$ cat src/rtl/ped_pkg.sv
// Shared definitions for the ped64 output merge: field width, record tags,
// FSM encoding and the output record layout.
package ped_pkg;
  localparam int FIELD_SIZE = 253;
  localparam int CNT_W      = 8;

  localparam logic TAG_LEAF = 1'b0;
  localparam logic TAG_RES  = 1'b1;

  typedef enum logic [1:0] {
    ST_IDLE = 2'd0,
    ST_LEAF = 2'd1,
    ST_RES  = 2'd2
  } state_t;

  typedef struct packed {
    logic                  tag;
    logic                  eop;
    logic [CNT_W-1:0]      cnt;
    logic [FIELD_SIZE-1:0] data;
  } rec_t;
endpackage

$ cat src/rtl/ped_sync_fifo.sv
// Flop-based synchronous FIFO; head is presented from the storage array so a
// pop and the consumer's register load happen on the same edge.
module ped_sync_fifo #(
  parameter int WIDTH = 254,
  parameter int DEPTH = 8
) (
  input  logic             i_clk,
  input  logic             i_rst,
  input  logic             i_push,
  input  logic [WIDTH-1:0] i_din,
  input  logic             i_pop,
  output logic [WIDTH-1:0] o_dout,
  output logic             o_full,
  output logic             o_empty
);
  localparam int AW = $clog2(DEPTH);
  localparam logic [AW:0] FULL_CNT = (AW+1)'(DEPTH);

  logic [WIDTH-1:0] mem [DEPTH];
  logic [AW-1:0]    wr_ptr;
  logic [AW-1:0]    rd_ptr;
  logic [AW:0]      count;
  logic             push_ok;
  logic             pop_ok;

  assign o_full  = (count == FULL_CNT);
  assign o_empty = (count == '0);
  assign push_ok = i_push && !o_full;
  assign pop_ok  = i_pop && !o_empty;
  assign o_dout  = mem[rd_ptr];

  always_ff @(posedge i_clk or posedge i_rst) begin
    if (i_rst) begin
      wr_ptr <= '0;
      rd_ptr <= '0;
      count  <= '0;
    end else begin
      if (push_ok) wr_ptr <= wr_ptr + 1'b1;
      if (pop_ok)  rd_ptr <= rd_ptr + 1'b1;
      case ({push_ok, pop_ok})
        2'b10:   count <= count + 1'b1;
        2'b01:   count <= count - 1'b1;
        default: ;
      endcase
    end
  end

  always_ff @(posedge i_clk) begin
    if (push_ok) mem[wr_ptr] <= i_din;
  end
endmodule

$ cat src/rtl/ped_out_merge.sv
// Merges the ped64 leaf and result streams into one framed record stream:
// every leaf of a job in order, then the job's result tagged end-of-packet.
module ped_out_merge
  import ped_pkg::*;
#(
  parameter int FIELD_SIZE = ped_pkg::FIELD_SIZE,
  parameter int LVS_DEPTH  = 8,
  parameter int MAX_LVS    = 64,
  parameter int CNT_W      = ped_pkg::CNT_W
) (
  input  logic                  i_clk,
  input  logic                  i_rst,
  input  logic                  i_lvs_vld,
  input  logic [FIELD_SIZE-1:0] i_lvs,
  input  logic                  i_lvs_last,
  output logic                  o_lvs_rdy,
  input  logic                  i_res_vld,
  input  logic [FIELD_SIZE-1:0] i_res,
  output logic                  o_res_rdy,
  output logic                  o_vld,
  output logic [FIELD_SIZE-1:0] o_data,
  output logic                  o_tag,
  output logic [CNT_W-1:0]      o_cnt,
  output logic                  o_eop,
  input  logic                  i_rdy,
  output logic                  o_busy,
  output logic                  o_err
);
  localparam int FIFO_W = FIELD_SIZE + 1;
  localparam logic [CNT_W-1:0] CNT_MAX = '1;

  state_t                state_q;
  state_t                state_d;
  logic                  lvs_en_q;
  logic                  fifo_full;
  logic                  fifo_empty;
  logic                  fifo_push;
  logic [FIFO_W-1:0]     head;
  logic                  head_last;
  logic [FIELD_SIZE-1:0] head_data;
  logic                  load_ok;
  logic                  ld_leaf;
  logic                  ld_res;
  logic                  res_rdy;
  logic [CNT_W-1:0]      leaf_idx;
  logic [CNT_W-1:0]      lvs_cnt_q;
  logic                  err_q;
  logic                  vld_p1;
  rec_t                  rec_p1;

  function automatic logic [CNT_W-1:0] sat_inc(input logic [CNT_W-1:0] v);
    return (v == CNT_MAX) ? v : v + 1'b1;
  endfunction

  // Leaf input stage: buffer {last, data} so ped64 runs ahead of the consumer
  assign o_lvs_rdy = lvs_en_q && !fifo_full;
  assign fifo_push = i_lvs_vld && o_lvs_rdy;
  assign {head_last, head_data} = head;

  ped_sync_fifo #(
    .WIDTH (FIFO_W),
    .DEPTH (LVS_DEPTH)
  ) u_lvs_fifo (
    .i_clk   (i_clk),
    .i_rst   (i_rst),
    .i_push  (fifo_push),
    .i_din   ({i_lvs_last, i_lvs}),
    .i_pop   (ld_leaf),
    .o_dout  (head),
    .o_full  (fifo_full),
    .o_empty (fifo_empty)
  );

  assign load_ok = !vld_p1 || i_rdy;

  always_ff @(posedge i_clk or posedge i_rst) begin
    if (i_rst) state_q <= ST_IDLE;
    else       state_q <= state_d;
  end

  always_comb begin
    state_d = state_q;
    case (state_q)
      ST_IDLE, ST_LEAF: begin
        if (ld_leaf) state_d = head_last ? ST_RES : ST_LEAF;
      end
      ST_RES: begin
        if (ld_res) state_d = ST_IDLE;
      end
      default: state_d = ST_IDLE;
    endcase
  end

  always_comb begin
    ld_leaf  = 1'b0;
    res_rdy  = 1'b0;
    leaf_idx = lvs_cnt_q;
    case (state_q)
      ST_IDLE: begin
        ld_leaf  = !fifo_empty && load_ok;
        leaf_idx = '0;
      end
      ST_LEAF: ld_leaf = !fifo_empty && load_ok;
      ST_RES:  res_rdy = load_ok;
      default: ;
    endcase
  end

  assign ld_res    = res_rdy && i_res_vld;
  assign o_res_rdy = res_rdy;
  assign o_busy    = (state_q != ST_IDLE) || !fifo_empty;

  // Output record stage: unload and reload may share one edge
  always_ff @(posedge i_clk or posedge i_rst) begin
    if (i_rst) begin
      lvs_en_q  <= 1'b0;
      vld_p1    <= 1'b0;
      rec_p1    <= '0;
      lvs_cnt_q <= '0;
      err_q     <= 1'b0;
    end else begin
      lvs_en_q <= 1'b1;
      if (ld_leaf) begin
        vld_p1    <= 1'b1;
        rec_p1    <= '{tag: TAG_LEAF, eop: 1'b0, cnt: leaf_idx, data: head_data};
        lvs_cnt_q <= sat_inc(leaf_idx);
        if (int'(leaf_idx) >= MAX_LVS) err_q <= 1'b1;
      end else if (ld_res) begin
        vld_p1 <= 1'b1;
        rec_p1 <= '{tag: TAG_RES, eop: 1'b1, cnt: lvs_cnt_q, data: i_res};
      end else if (i_rdy) begin
        vld_p1 <= 1'b0;
      end
    end
  end

  assign o_vld  = vld_p1;
  assign o_data = rec_p1.data;
  assign o_tag  = rec_p1.tag;
  assign o_cnt  = rec_p1.cnt;
  assign o_eop  = rec_p1.eop;
  assign o_err  = err_q;
endmodule

$ cat config.mk
export PLATFORM = sky130hd
export DESIGN_NAME = ped_out_merge
export DESIGN_NICKNAME = d
export VERILOG_FILES = /design/src/rtl/ped_pkg.sv /design/src/rtl/ped_sync_fifo.sv /design/src/rtl/ped_out_merge.sv
export SDC_FILE = /design/constraint.sdc
export NUM_CORES = 2
export LEC_CHECK = 0
export ABC_AREA = 1
export CORE_MARGIN = 2
export CORE_UTILIZATION = 58
export DETAILED_ROUTE_END_ITERATION = 10
export PLACE_DENSITY = 0.83
export SYNTH_ARGS = -nofsm -noshare
export SYNTH_HDL_FRONTEND = slang
export SYNTH_SLANG_ARGS = --single-unit
$ cat constraint.sdc
create_clock -name i_clk -period 14.4 [get_ports i_clk]
set_input_delay 1.44 -clock i_clk [delete_from_list [all_inputs] [get_ports i_clk]]
set_output_delay 1.44 -clock i_clk [all_outputs]
set_load 0.02 [all_outputs]
After elaboration in Yosys (flattened, before gate mapping):

Memory sizes are Yosys's and may differ from the RTL's.
Index checks and enable logic that the tools add are counted.

* bits in registers: 286
* latch bits: 0
* bits in writable memories: 2032
* memory bits (read-only): 0
* input port bits: 512
* output and inout port bits: 268
* memories: 1

* add/sub/neg operators: 5
* multiply operators: 0
* divide/modulo/power cells: 0
* $lt $le $gt $ge: 1
* eq/ne operators: 8
* shifts and indexed selects: 0
* mux-type cells: 16
* bitwise gates (word level): 0
* reduce and logical (&&, ||, !) cells: 20

Memory list
* u_lvs_fifo.mem: words 8, width 254, read ports 1, clocked after memory_dff 0, wr ports 1, line ped_sync_fifo.sv:19 `logic [WIDTH-1:0] mem [DEPTH];`

Operator list (count)
* 263-bit two-way mux: 2
* 8-bit two-way mux: 2
* 8-bit by 1-bit adder with 8-bit output (second input constant): 1
* 8-bit equality test (second input constant): 1
* 8-bit by 7-bit greater-or-equal comparator with 1-bit output (second input constant): 1
* 4-bit one-hot mux with 2 select lines: 1
* 1-bit two-way mux: 7
* 3-bit by 1-bit adder with 3-bit output (second input constant): 2
* 1-bit logical AND: 6
* 2-bit two-way mux: 3
* 2-bit nonzero test: 3
* 4-bit by 1-bit adder with 4-bit output (second input constant): 1
* 2-bit by 1-bit equality test with 1-bit output (second input constant): 2
* 2-bit equality test (second input constant): 2
* 4-bit equality test (second input constant): 1
* 4-bit logical NOT: 1
* 2-bit one-hot mux with 2 select lines: 1
* 2-bit AND reduction: 2
* 4-bit by 1-bit subtractor with 4-bit output (second input constant): 1
* 1-bit logical NOT: 3
* 3-bit nonzero test: 1
* 2-bit logical NOT: 1
* 1-bit logical OR: 2
* 2-bit by 1-bit inequality test with 1-bit output (second input constant): 1
* other kinds (2): 2

Longest topological paths before layout:

* depth in word-level cells: 7
* gate-level depth with buffers: 14

By module:

A second synthesis with hierarchy kept.

* cells, all modules: 10389
* area total of the unflattened synthesis: 100351.2 um^2

Modules (own cells, without submodules)
* ped_sync_fifo: instances 1, cells an instance 8861, area each 87570.2 um^2
* ped_out_merge: instances 1, cells an instance 1528, area each 12781.0 um^2

Worst setup path before layout:

No wires, ideal clock.

* path kind: input -> register
* start: input i_lvs_vld
* end: memory u_lvs_fifo.mem[0][0] (enable)
* arrival: 12.452 ns
* required time: 13.527 ns
* path slack: 1.075 ns
* stages: 3
* buffers on the path: 0
* cell sequence: nand2_1 or2_2 nor2_1

* word-level cells in the longest chain between the ends: 4

Ends and longest elaborated chain
* from (decl): line ped_out_merge.sv:13 `input logic i_lvs_vld,`
* 1-bit logical AND: line ped_out_merge.sv:57 `assign fifo_push = i_lvs_vld && o_lvs_rdy;`
* 1-bit logical AND: line ped_sync_fifo.sv:28 `assign push_ok = i_push && !o_full;`
* 1-bit two-way mux: line ped_sync_fifo.sv:49 `if (push_ok) mem[wr_ptr] <= i_din;`
* 1-bit two-way mux (implied by the code): line ped_sync_fifo.sv:49
* to (decl): line ped_sync_fifo.sv:19

Every way passes these cells.

Final worst setup path:

* start: register u_lvs_fifo.rd_ptr[0]
* end: register rec_p1 (netlist bit o_data[167])

* word-level cells in the longest chain between the ends: 2

Ends and longest elaborated chain
* from (decl): line ped_sync_fifo.sv:21 `logic [AW-1:0] rd_ptr;`
* from (signal assigned): line ped_sync_fifo.sv:39 `if (pop_ok) rd_ptr <= rd_ptr + 1'b1;`
* memory read 8 x 254 bit
* 263-bit two-way mux: line ped_out_merge.sv:123 `if (ld_leaf) begin`
* to (signal assigned): line ped_out_merge.sv:125 `rec_p1 <= '{tag: TAG_LEAF, eop: 1'b0, cnt: leaf_idx, data: head_data};`
* to (signal assigned): line ped_out_merge.sv:130 `rec_p1 <= '{tag: TAG_RES, eop: 1'b1, cnt: lvs_cnt_q, data: i_res};`
* to (decl): line ped_out_merge.sv:49 `rec_t rec_p1;`

Every way passes these cells.
A chain may end at the register's enable or synchronous reset.

==> flow_summary.json <==
{
  "critPathMaxStageDelay_ns": 0.93,
  "io_pins": 780,
  "regArea_sq_mm": 0.0682,
  "overflow": 0,
  "slew_violations": 0,
  "cts_tree": "yes",
  "crit_chain": "buf_4 -> buf_4 -> buf_4 -> buf_4 -> buf_12 -> nor2_1 -> nor2_1 -> o21ai_0 -> o211ai_1 -> nand3_1 -> nand3_1",
  "finClkSkew_ns": 0.0569,
  "vdd_drop_max_mv": 0.172,
  "drive_above_1_share_pct": 5.10,
  "synth-async-reset-ratio_pct": 12.3,
  "cts.sinks": 2317,
  "max_clock_freq_ghz": 0.167,
  "grt_pass1_wl_mm": 354,
  "critPathSlowestCell": "buf_4",
  "cts_setup_buffers": 0,
  "maxCapViolations": 0,
  "grt_use_total_pct": 28.4,
  "avgSynthCellArea_sq_um": 12.1,
  "dieHeight_microns": 403,
  "drtIter0Drc": 8604,
  "clkLatencyLatePin_ns": 0.85,
  "period_needed_ns": 6.00,
  "grt_pass1_vias": 61700,
  "layout.nets": 8756,
  "crit_buf_inv": 5,
  "grt_max_degree": 248,
  "setup_viol": 0,
  "area_delta_synth_final_pct": 17.2,
  "first_pass_iters": 7,
  "antenna_found_initial": 54,
  "wl_per_cell_microns": 22.4,
  "yosysUniqueCellTypes": 31,
  "max_slew_margin_pct": 9.94,
  "cts_hold_buf": 0,
  "netlist_instances": 7652,
  "ys_warn_count": 0,
  "wirelength_mm": 236,
  "power_leakage_uw": 0.0383,
  "startpoint_type": "flop",
  "hpwl_mm": 127,
  "required_ns": 15.17,
  "fp.coreArea_sq_mm": 0.158,
  "gp_congestion": 0.825,
  "post_layout_nonfiller_instances": 10500,
  "path_delay_family": "buffers and inverters",
  "power_density_mw_per_mm2": 203,
  "cp_data_arrival_time_ns": 6.77,
  "multi_input_area_sq_mm": 0.0204,
  "placedCellCount": 10100,
  "cp_max_fo": 237,
  "hold_viol": 0,
  "path_class": "flop to flop",
  "fin_setup_tns_ns": 0,
  "die_w_microns": 403,
  "rows": 146,
  "tightest_slew_ns": 1.35,
  "dieArea_sq_mm": 0.162,
  "mostFrequentLayoutCells": "edfxtp_1 (2,032), nor2_1 (1,425), nand2_1 (1,079)",
  "vias": 63200,
  "synth_edf_count": 2032,
  "rsz0062_at_grt": "false",
  "drc_errors": 0,
  "drtAntennaViolNets": 0,
  "synth.net_count": 8170,
  "cts_max_path_buffers": 3,
  "ctsHtreeMaxLevel": 4,
  "clkSlewWorstSetupHoldPaths_ns": 0.06,
  "ys.flop_type": "edfxtp_1",
  "nFillCells": 10100,
  "final_common_cell": "edfxtp_1",
  "numPortBuffers": 779,
  "outcome": "finished, final reports clean",
  "synth-seq-cells": 2317,
  "numCtsBuffers": 216,
  "min_period_over_period_pct": 41.7,
  "endpoint_kind": "flop",
  "vias_per_cell": 5.99,
  "root_buffer": "clkbuf_16",
  "start_util_pct": 58.3,
  "syn_area_sq_mm": 0.0923,
  "cts_resized": 0,
  "ys_seq_area_share_pct": 73.9,
  "cpMostUsedCell": "buf_4",
  "min_path_type": "flop to flop"
}
-- flip-flops by register name, indices dropped and copies added, names as in the netlist --
| name | count |
|---|---|
| lvs_cnt_q | 8 |
| lvs_en_q | 1 |
| o_cnt | 8 |
| o_data | 253 |
| o_err | 1 |
| o_tag | 1 |
| o_vld | 1 |
| state_q | 2 |
| u_lvs_fifo.count | 4 |
| u_lvs_fifo.mem | 2032 |
| u_lvs_fifo.rd_ptr | 3 |
| u_lvs_fifo.wr_ptr | 3 |
-- where the power goes --
group	leakage [uW]	switching, uW	internal (uW)
clock	0.00352	2450	3320
sequential	0.0218	465	8190
combinational	0.0131	5120	2430
-- cell families (layout without fill, tap and decap cells) --
logic type | count (synthesis) | in the layout | share of synthesized area, %
adder cells (fa/ha/maj) | 6 | 6 | 0.0814
AO/OA/AOI/OAI | 1408 | 1408 | 8.30
flip-flops | 2317 | 2317 | 73.9
AND/OR/NAND/NOR | 3135 | 3135 | 13.6
buffers and inverters | 778 | 1555 | 4.05
other | 1 | 39 | 0.00406
XOR/XNOR | 7 | 7 | 0.0664
-- through the flow --
stage	hold WS, ns	power, uW	area [sq um]	worst slack (ns)	util [%]
after global placement	0.467	15800	101000	8.88	63.7
final	0.479	22000	108000	8.40	68.4
after floorplan	0.449	13800	92300	1.08	-
after CTS	0.483	22000	108000	8.58	68.3
after detailed placement	0.466	16100	101000	8.63	63.7
after global routing	0.507	23000	108000	8.06	68.4
-- final timing paths --
path | start | endpoint | slack, ns | cells after the start
hold reg to reg | lvs_cnt_q[0]$_DFFE_PP0N_ | lvs_cnt_q[0]$_DFFE_PP0N_ | 0.48 | 2
setup reg to reg | u_lvs_fifo.rd_ptr[0]$_DFFE_PP0P_ | o_data[167]$_DFFE_PP0P_ | 8.40 | 11
min in group asynchronous | i_rst | o_data[201]$_DFFE_PP0P_ | 1.09 | 2
setup / recovery | u_lvs_fifo.rd_ptr[0]$_DFFE_PP0P_ | o_data[167]$_DFFE_PP0P_ | 8.40 | 11
hold / removal | lvs_cnt_q[0]$_DFFE_PP0N_ | lvs_cnt_q[0]$_DFFE_PP0N_ | 0.48 | 2
max in group asynchronous | i_rst | o_data[82]$_DFFE_PP0P_ | 10.87 | 4
-- layer usage --
layer	vias up	GRT usage [%]	wire, microns
met4	42	14.5	9620
met2	3778	46.5	117000
li1	28000	-	-
met3	579	5.78	22400
met5	-	0	280
met1	30700	36.1	86400
-- worst register-to-register path: stages, from the launching register on --
cell,delay [ns]
dfrtp_4,0.80
buf_4,0.71
buf_4,0.76
buf_4,0.89
buf_4,0.99
buf_12,0.80
nor2_1,0.37
nor2_1,0.15
o21ai_0,0.12
o211ai_1,0.15
nand3_1,0.11
nand3_1,0.13
-- synth_stat cells, types with 3 or more instances --
cell type | number | share of area (%)
edfxtp_1 | 2032 | 66
nor2_1 | 1433 | 5.8
nand2_1 | 1080 | 4.4
o21ai_0 | 691 | 3.7
nand3_1 | 592 | 3.2
inv_1 | 292 | 1.2
dfrtp_1 | 285 | 7.7
a21oi_1 | 250 | 1.4
o211ai_1 | 241 | 2.0
o21ai_1 | 223 | 1.2
clkbuf_1 | 178 | 0.72
buf_2 | 161 | 0.87
buf_4 | 54 | 0.44
buf_6 | 54 | 0.66
buf_1 | 35 | 0.14
or2_2 | 19 | 0.13
ha_1 | 6 | 0.081
xor2_1 | 6 | 0.057
nand3b_1 | 4 | 0.033
inv_2 | 3 | 0.012
nand4_1 | 3 | 0.020
-- cell type report --
| class | count | share of cell area [%] |
|---|---|---|
| Inverter | 295 | 1.06 |
| Clock buffer | 292 | 5.45 |
| Clock inverter | 117 | 1.23 |
| Tap cell | 2072 | 2.40 |
| Sequential cell | 2317 | 63.0 |
| Multi-Input combinational cell | 4557 | 18.9 |
| Timing Repair Buffer | 851 | 7.86 |
| Antenna cell | 38 | 0.0879 |
(Power assumes the default switching activity.)
